$ cat src/rtl/machine_segment_decode_if.sv
// -----------------------------------------------------------------------------
// machine_segment_decode_if
//
// Purpose: groups the segment input stream, the decoded character output
//          stream and the error-reporting signals of machine_segment_decode
//          into one bundle.
//
// Parameters:
//   ERRW        error counter width
//
// Signals:
//   seg_in      8-bit segment pattern              (producer -> decoder)
//   seg_valid   seg_in is valid this cycle         (producer -> decoder)
//   seg_ready   decoder accepts seg_in this cycle  (decoder -> producer)
//   char_out    decoded ASCII, zero-extended to 32 (decoder -> consumer)
//   char_valid  char_out holds the FIFO head       (decoder -> consumer)
//   char_ready  consumer takes the head this cycle (consumer -> decoder)
//   err_clr     clear the error counter and sticky (controller -> decoder)
//   err_count   saturating count of unknown patterns
//   err_sticky  set on any unknown pattern
//
// Modports:
//   master      the environment around the decoder (producer/consumer side)
//   slave       the decoder itself
// -----------------------------------------------------------------------------
interface machine_segment_decode_if #(
   parameter int ERRW = 8
);
   logic [7:0]      seg_in;
   logic            seg_valid;
   logic            seg_ready;
   logic [31:0]     char_out;
   logic            char_valid;
   logic            char_ready;
   logic            err_clr;
   logic [ERRW-1:0] err_count;
   logic            err_sticky;

   modport master (
      output seg_in, seg_valid, char_ready, err_clr,
      input  seg_ready, char_out, char_valid, err_count, err_sticky
   );

   modport slave (
      input  seg_in, seg_valid, char_ready, err_clr,
      output seg_ready, char_out, char_valid, err_count, err_sticky
   );
endinterface

$ cat src/rtl/machine_segment_decode.sv
// -----------------------------------------------------------------------------
// machine_segment_decode
//
// Purpose: inverse of the display character encoder on the display
//          loopback/capture path. Each accepted 8-bit segment pattern is
//          mapped back to its ASCII code and queued in a small FIFO for a
//          downstream checker. Blank patterns (0x00) are dropped silently;
//          any other unmapped pattern is dropped and counted as an error.
//
// Parameters:
//   DEPTH   FIFO entries, power of two in 2..16
//   ERRW    error counter width
//
// Ports:
//   system1000      clock
//   system1000_rst  synchronous reset, active-high
//   bus             machine_segment_decode_if.slave
//                     seg_in/seg_valid/seg_ready      segment input stream
//                     char_out/char_valid/char_ready  decoded character stream
//                     err_clr/err_count/err_sticky    error reporting
//
// Build option:
//   MACHINE_SEGDEC_ERRCNT_EN  when defined, the saturating error counter and
//                             err_sticky are built; when undefined both
//                             outputs are tied to 0 and err_clr is ignored.
// -----------------------------------------------------------------------------
module machine_segment_decode #(
   parameter int DEPTH = 4,
   parameter int ERRW  = 8
) (
   input logic                     system1000,
   input logic                     system1000_rst,
   machine_segment_decode_if.slave bus
);

   localparam int AW = $clog2(DEPTH);
   localparam int CW = AW + 1;

   // ---------------------------------------------------------------------------
   // Pattern decode
   // ---------------------------------------------------------------------------
   logic [7:0] ascii;
   logic       known;

   always_comb begin
      // NOTE: every combinational output gets a default first, so no path
      //       through the case can leave a value held (no latch).
      ascii = 8'h00;
      known = 1'b1;
      case (bus.seg_in)
         8'h74:   ascii = 8'd104; // 'h'
         8'h7B:   ascii = 8'd101; // 'e'
         8'h30:   ascii = 8'd108; // 'l'
         8'h5C:   ascii = 8'd111; // 'o'
         8'h08:   ascii = 8'd95;  // '_'
         8'h2A:   ascii = 8'd119; // 'w'
         8'h31:   ascii = 8'd114; // 'r'
         8'h5E:   ascii = 8'd100; // 'd'
         8'h82:   ascii = 8'd33;  // '!'
         default: known = 1'b0;
      endcase
   end

   // ---------------------------------------------------------------------------
   // FIFO control
   // ---------------------------------------------------------------------------
   logic [7:0]    mem [DEPTH];
   logic [AW-1:0] wr_ptr;
   logic [AW-1:0] rd_ptr;
   logic [CW-1:0] count;

   logic full;
   logic empty;
   logic accept;
   logic push;
   logic pop;

   assign full   = (count == CW'(DEPTH));
   assign empty  = (count == '0);

   // seg_ready looks only at the registered occupancy: a pop in the same
   // cycle does not open a slot until the next cycle (no bypass path).
   assign bus.seg_ready = !full;
   assign accept        = bus.seg_valid && !full;
   assign push          = accept && known;
   assign pop           = !empty && bus.char_ready;

   // Pointers are exactly log2(DEPTH) bits wide, so the natural binary
   // overflow implements the modulo-DEPTH wrap.
   always_ff @(posedge system1000) begin
      if (system1000_rst) begin
         wr_ptr <= '0;
         rd_ptr <= '0;
         count  <= '0;
      end else begin
         // NOTE: sequential state uses non-blocking assignments so every
         //       register samples pre-edge values regardless of ordering.
         if (push) wr_ptr <= wr_ptr + 1'b1;
         if (pop)  rd_ptr <= rd_ptr + 1'b1;
         if (push && !pop)      count <= count + 1'b1;
         else if (!push && pop) count <= count - 1'b1;
      end
   end

   // NOTE: the storage array has no reset; stale contents are harmless
   //       because the read port is masked while the FIFO is empty.
   always_ff @(posedge system1000) begin
      if (push) mem[wr_ptr] <= ascii;
   end

   assign bus.char_valid = !empty;
   assign bus.char_out   = empty ? 32'h0 : {24'h0, mem[rd_ptr]};

   // ---------------------------------------------------------------------------
   // Error reporting
   // ---------------------------------------------------------------------------
`ifdef MACHINE_SEGDEC_ERRCNT_EN
   logic [ERRW-1:0] err_cnt;
   logic            err_flag;
   logic            bad;

   // Blank is a legal "nothing to show" glyph and never counts as an error.
   assign bad = accept && !known && (bus.seg_in != 8'h00);

   // err_clr wins over a coincident error so software sees a clean zero.
   always_ff @(posedge system1000) begin
      if (system1000_rst || bus.err_clr) begin
         err_cnt  <= '0;
         err_flag <= 1'b0;
      end else if (bad) begin
         if (err_cnt != {ERRW{1'b1}}) err_cnt <= err_cnt + 1'b1;
         err_flag <= 1'b1;
      end
   end

   assign bus.err_count  = err_cnt;
   assign bus.err_sticky = err_flag;
`else
   assign bus.err_count  = '0;
   assign bus.err_sticky = 1'b0;
`endif

endmodule
$ cat src/flat_wrapper.sv
// flat-port wrapper written by rule: the top's interface ports become plain ports
module machine_segment_decode_flat 
#(
   parameter int DEPTH = 4,
   parameter int ERRW  = 8
)
  (system1000, system1000_rst, bus_seg_in, bus_seg_valid, bus_char_ready, bus_err_clr, bus_seg_ready, bus_char_out, bus_char_valid, bus_err_count, bus_err_sticky);
  machine_segment_decode_if #(.ERRW(ERRW)) bus_i ();
  input logic system1000;
  input logic system1000_rst;
  input wire logic [$bits(bus_i.seg_in)-1:0] bus_seg_in;
  input wire logic [$bits(bus_i.seg_valid)-1:0] bus_seg_valid;
  input wire logic [$bits(bus_i.char_ready)-1:0] bus_char_ready;
  input wire logic [$bits(bus_i.err_clr)-1:0] bus_err_clr;
  output wire logic [$bits(bus_i.seg_ready)-1:0] bus_seg_ready;
  output wire logic [$bits(bus_i.char_out)-1:0] bus_char_out;
  output wire logic [$bits(bus_i.char_valid)-1:0] bus_char_valid;
  output wire logic [$bits(bus_i.err_count)-1:0] bus_err_count;
  output wire logic [$bits(bus_i.err_sticky)-1:0] bus_err_sticky;
  assign bus_i.seg_in = bus_seg_in;
  assign bus_i.seg_valid = bus_seg_valid;
  assign bus_i.char_ready = bus_char_ready;
  assign bus_i.err_clr = bus_err_clr;
  assign bus_seg_ready = bus_i.seg_ready;
  assign bus_char_out = bus_i.char_out;
  assign bus_char_valid = bus_i.char_valid;
  assign bus_err_count = bus_i.err_count;
  assign bus_err_sticky = bus_i.err_sticky;
  machine_segment_decode #(.DEPTH(DEPTH), .ERRW(ERRW)) u_core (.system1000(system1000), .system1000_rst(system1000_rst), .bus(bus_i));
endmodule
$ cat config.mk
export PLATFORM = sky130hd
export DESIGN_NAME = machine_segment_decode_flat
export DESIGN_NICKNAME = d
export VERILOG_FILES = /design/src/rtl/machine_segment_decode_if.sv /design/src/rtl/machine_segment_decode.sv /design/src/flat_wrapper.sv
export SDC_FILE = /design/constraint.sdc
export NUM_CORES = 1
export LEC_CHECK = 0
export ABC_AREA = 1
export CAP_MARGIN = 5
export CELL_PAD_IN_SITES_DETAIL_PLACEMENT = 0
export CELL_PAD_IN_SITES_GLOBAL_PLACEMENT = 1
export CORE_ASPECT_RATIO = 1.4
export CORE_MARGIN = 5
export CORE_UTILIZATION = 32
export DETAILED_ROUTE_END_ITERATION = 10
export PLACE_DENSITY = 0.85
export RECOVER_POWER = 25
export SLEW_MARGIN = 0
export SYNTH_ARGS = -nofsm -noshare
export SYNTH_HDL_FRONTEND = slang
export SYNTH_SLANG_ARGS = --single-unit
$ cat constraint.sdc
create_clock -name system1000 -period 2.3 [get_ports system1000]
set_clock_uncertainty 0.2 [all_clocks]
set_input_delay 0.46 -clock system1000 [delete_from_list [all_inputs] [get_ports system1000]]
set_output_delay 0.46 -clock system1000 [all_outputs]
set_load 0.005 [all_outputs]
==> results of run 1 <==
==> Yosys cell counts (5+ instances only) <==
master,number,area share [%]
nor2_1,52,9.0
edfxtp_1,28,39
inv_2,6,1.0
o21ai_0,20,4.6
nand3_1,7,1.6
a21oi_1,15,3.5
ha_1,5,2.9
nand2_2,12,3.5
dfxtp_1,9,8.3
inv_1,26,4.5
buf_4,34,12
nand2_1,19,3.3
==> final timing paths <==
kind | start | endpoint | depth (start not counted)
worst max-delay path | bus_seg_in[1] | u_core.count[2] | 17
worst min-delay path | u_core.rd_ptr[1] | register | 2
worst max register to register | u_core.count[1] | u_core.count[2] | 11
worst min register to register | u_core.rd_ptr[1] | register | 2
==> stage by stage <==
stage                     std cells  setup WS (ps)  cell area (um^2)  hold slack (ps)
after floorplan                 284           2.59              2300              236
after global placement          377           -657              2500              256
after detailed placement        377           -699              2500              260
after CTS                       396          -1.71              2720              272
after global routing            402          -65.5              2950              308
final                           402           24.1              2950              273
==> flip-flops by register name (all words and copies together) (netlist names), named ones only <==
register and flops:
u_core.wr_ptr 2, u_core.count 3, u_core.rd_ptr 2, u_core.mem 28
==> kinds of logic (layout without fill, tap and decap cells) <==
kind of cell | count (synthesis) | after routing | synth area share (%)
compound gates | 36 | 36 | 8.95
fa+ha+maj | 6 | 6 | 3.81
buf+inv | 70 | 96 | 18.1
flops | 37 | 37 | 47.1
other cells | 1 | 34 | 0.173
simple gates | 101 | 101 | 21.8
==> power by group through the flow <==
stage	clock network [mW]	logic, mW	registers (mW)
2_1_floorplan	0	0.372	0.811
3_3_place_gp	0	0.614	0.820
4_1_cts	0.432	0.614	0.813
3_5_place_dp	0	0.630	0.822
6_report	0.429	0.657	0.812
5_1_grt	0.460	0.741	0.819
==> layout by cell type (no fill, tap or decap), types with 2 or more instances in the layout <==
cell type,instances
inv_1,19
ha_1,4
o21ai_0,17
buf_4,35
nand4_1,4
inv_4,8
nand3_1,5
a21oi_1,14
dlygate4sd2_1,7
edfxtp_1,28
nand2_1,11
nand2_4,13
buf_12,2
inv_2,4
nand3_4,2
clkdlybuf4s50_1,5
nor2_1,39
nor2_4,12
clkinv_2,2
clkbuf_8,5
o21ai_1,2
nand2_2,7
conb_1,34
dfxtp_1,7
nor2_2,6
buf_6,6
==> cell type report <==
class / instances / area, um^2
Clock inverter: 2 / 10.0
Tap cell: 92 / 115
Sequential cell: 37 / 1030
Inverter: 33 / 156
Timing Repair Buffer: 55 / 482
Clock buffer: 6 / 72.6
Fill cell: 588 / 3660
Multi-Input combinational cell: 177 / 1090
==> critical path: stages <==
cell     delay, ps
buf_4          140
inv_4           60
nand2_1         60
nor2_2         110
nand2_2         90
nand2_4        100
nor2_4          40
nand3_4         80
nand2_4         60
inv_4           60
ha_4           130
inv_4           30
fa_2           400
a21oi_2        160
o21ai_2         80
o21ai_1        130
a21oi_1         50
==> timing repair <==
| action | CTS | global route |
|---|---|---|
| pin swaps | 20 | 28 |
| gates resized for setup | 61 | 73 |
| setup endpoints to repair | 10 | 10 |
| buffers inserted | 11 | 6 |
| cloned | 0 | 0 |
==> routing by layer <==
| metal | up-vias | global-route usage, % |
|---|---|---|
| met5 | - | 0 |
| met4 | 0 | 6.39 |
| met3 | 6 | 1.17 |
| met2 | 37 | 19.8 |
| met1 | 752 | 8.41 |
| li1 | 853 | - |
==> impl_metrics.toml, run 1 <==
[die]
die_x_um = 79.5
start_util_pct = 32.8
die_area_um2 = 8540
core_area_um2 = 6610
num_rows = 35
top_level_ports = 56
chipHeight_um = 107

[power_and_ir_drop]
p_seq_share_pct = 42.8
leakagePower_nw = 1.33
combPwrFrac_pct = 34.6
p_sw_share_pct = 32.8
clkPwrFrac_pct = 22.6
ir_drop_v = 0.000333
netSwitchingPower_mw = 0.623
intPower_mw = 1.28
power_per_cell_area_nw_per_um2 = 643
power_mw = 1.90

[final_layout]
synthToLayoutAreaGrowth_pct = 36.2
fin_nets = 328
antenna_cells = 0
finish.utilization_pct = 44.6
drive_gt1_share_pct = 36.5

[yosys]
yosys_warnings = 0
postSynthAreaPerCell_um2 = 8.63
synthArstFlopShare_pct = 0
ys_seq_area_share_pct = 47.1
synthCells = 251
syn_area_um2 = 2170
synth-main-ff-cell = "edfxtp_1"
ys_ff_latch = 37
ys_types = 23
synth-edff-count = 28

[timing]
max_freq_ghz = 0.439
finalSetupViolCount = 0
fin_crit_sh_pct = 99.0
final.min_clock_period_ps = 2280
tns_ps = 0
hold_violations = 0
grt_setup_unrepaired = "yes"
final_max_slew_viol_count = 0

[route]
avgViaCountPerCell = 4.10
met1_length_um = 1390
antenna_left = 0
vias = 1648
dr.max_layer_used = "met4"
routedWlPerCell_um = 10.8
routed-wl-met2_um = 2640
drc = 0
wl_um = 4330
initialDrtViolationCount = 54
met3_length_um = 192
dr.pass1.iters = 4

[setup_path]
required_ps = 2280
end_kind = "register"
critPathLaunchType = "input pin"
ff2ff_setup_slack_ps = 130
path_class = "in2reg"
arrival_ps = 2250
path_max_fanout = 4

[placed_design]
place.gp.congestion = 0.804
numPortBuffers = 20
place_hpwl_um = 3160

[hold_path]
hp-class = "reg2reg"

[clock_network]
clockBufferDepth = 2
clk_pin_slew_worst_paths_ps = 70
cts-buffers-inserted = 5
cts-htree-levels = 2
cts.sinks = 37
cts_tree = "yes"
cts_hold_buf = 0
insertion_delay_ps = 290
root_buffer = "clkbuf_8"

[grt]
grt_overflow = 0
grt_first_pass_wirelength_um = 6470
grtUsageTotal_pct = 9.73
first_global_vias = 1524
grt_max_degree = 15
antenna_found_initial = 0

[run]
maxCapViolations = 0

[outcome]
status = "finished clean"
No activity file was read; power rests on OpenSTA's default activity.
==> inputs of run 2 (changes only) <==
--- a/config.mk
+++ b/config.mk
@@ -12,7 +12,9 @@
 export CORE_ASPECT_RATIO = 1.4
 export CORE_MARGIN = 5
 export CORE_UTILIZATION = 32
+export CTS_CLUSTER_DIAMETER = 30
 export DETAILED_ROUTE_END_ITERATION = 10
+export GPL_TIMING_DRIVEN = 0
 export PLACE_DENSITY = 0.85
 export RECOVER_POWER = 25
 export SLEW_MARGIN = 0
==> impl_metrics.toml, run 2 (synthesized netlist as in run 1, its figures left out) <==
[timing]
slew-limit-headroom_pct = 58.7
worst_slack_ps = 67.2
finalSetupViolCount = 0
worstMarginPinSlew_ps = 617
fin_crit_sh_pct = 97.1
hold_violations = 0
final.min_clock_period_ps = 2230
final_max_slew_viol_count = 0
max_freq_ghz = 0.448

[power_and_ir_drop]
power_per_cell_area_nw_per_um2 = 688
ir_drop_v = 0.000362
leakagePower_nw = 1.43
power_mw = 2.13

[route]
wl_um = 4200
antenna_left = 0
routed-wl-met2_um = 2510
initialDrtViolationCount = 52
routedWlPerCell_um = 10.0
met3_length_um = 237
dr.pass1.iters = 4
vias = 1695
drc = 0
met1_length_um = 1330
avgViaCountPerCell = 4.04
dr.max_layer_used = "met4"

[outcome]
status = "finished clean"

[hold_path]
hp-class = "reg2reg"

[die]
core_area_um2 = 6610
die_x_um = 79.5
top_level_ports = 56
start_util_pct = 32.8
chipHeight_um = 107
num_rows = 35
die_area_um2 = 8540

[final_layout]
antenna_cells = 0
final_common_cell = "buf_4"
top_register = "u_core.mem"
drive_gt1_share_pct = 41.2
fin_nets = 346
n_fill_cell = 636
layout_common_cells = "buf_4, nor2_1, conb_1, edfxtp_1, inv_1"
largest_reg_flops = 28
synthToLayoutAreaGrowth_pct = 43.0
largestRegisters = "u_core.mem x28, u_core.count x3"

[grt]
grtUsageTotal_pct = 9.51
grt_first_pass_wirelength_um = 6340
first_global_vias = 1469
antenna_found_initial = 0
grt_overflow = 0
grt_max_degree = 13

[setup_path]
required_ps = 2280
critPathLaunchType = "input pin"
end_kind = "register"
path_class = "in2reg"
path_max_fanout = 4
arrival_ps = 2210

[run]
maxCapViolations = 0

[clock_network]
clk_pin_slew_worst_paths_ps = 70
root_buffer = "clkbuf_8"
cts_tree = "yes"
cts-htree-levels = 2
cts.sinks = 37
cts-buffers-inserted = 5
clockBufferDepth = 2
insertion_delay_ps = 290

[placed_design]
dpl_worst_slack_ps = -719
place_hpwl_um = 3140
numPortBuffers = 20
place.gp.congestion = 0.798
## run 2: critical path, stage by stage
cell     delay, ps
buf_4          150
inv_4           70
nand2_4         70
nor2_4         100
nand2_2         60
nand2_2         80
nor2_2          50
nand3_4        100
nand2_4         50
inv_2           60
ha_4           150
inv_4           40
fa_2           370
a21oi_2        140
o21ai_2         70
o21ai_1        140
a21oi_1         50
## run 2: layout make-up
class	instances	area, um^2	area share [%]
multi-input cells	177	1080	34.7
flip-flops and latches	37	1030	33.1
repair buffers	36	327	10.5
plain buffers	37	288	9.29
inverters	33	146	4.73
well taps	92	115	3.72
clock buffers	6	82.6	2.67
clock inverters	2	37.5	1.21
## run 2: routing by layer
layer | global-route usage, % | vias to the layer above
li1 | - | 896
met1 | 8.53 | 747
met2 | 19.1 | 45
met3 | 1.26 | 7
met4 | 5.90 | 0
met5 | 0 | -
## run 2: timing repair
action	CTS	global route
hold buffers	0	0
setup buffers	8	8
resized for setup	46	82
setup endpoints to repair	39	16
pin swaps	15	31
## run 2: path summary, 6_finish.rpt
| path | from | to | slack (ps) | cells past startpoint |
|---|---|---|---|---|
| max | bus_seg_in[1] | u_core.count[2] | 70 | 17 |
| max reg2reg | u_core.count[1] | u_core.count[2] | 140 | 11 |
| min | u_core.rd_ptr[0] | register | 270 | 1 |
| min reg2reg | u_core.rd_ptr[0] | register | 270 | 1 |
## run 2: power breakdown
group	switching, mW	internal [mW]	total, mW
Clock	0.224	0.352	0.577
Sequential	0.0583	0.755	0.813
Combinational	0.360	0.382	0.742
Total	0.643	1.49	2.13
## run 2: metrics by stage
stage | hold WS [ps] | cells | utilization (%) | setup TNS (ps) | cell area [um^2]
2_1_floorplan | 236 | 284 | - | 0 | 2300
3_3_place_gp | 252 | 396 | 39.6 | -13950 | 2620
3_5_place_dp | 262 | 396 | 39.6 | -14250 | 2620
4_1_cts | 275 | 412 | 43.3 | -64.1 | 2860
5_1_grt | 291 | 420 | 46.8 | -22.4 | 3100
6_report | 270 | 420 | 46.8 | 0 | 3100
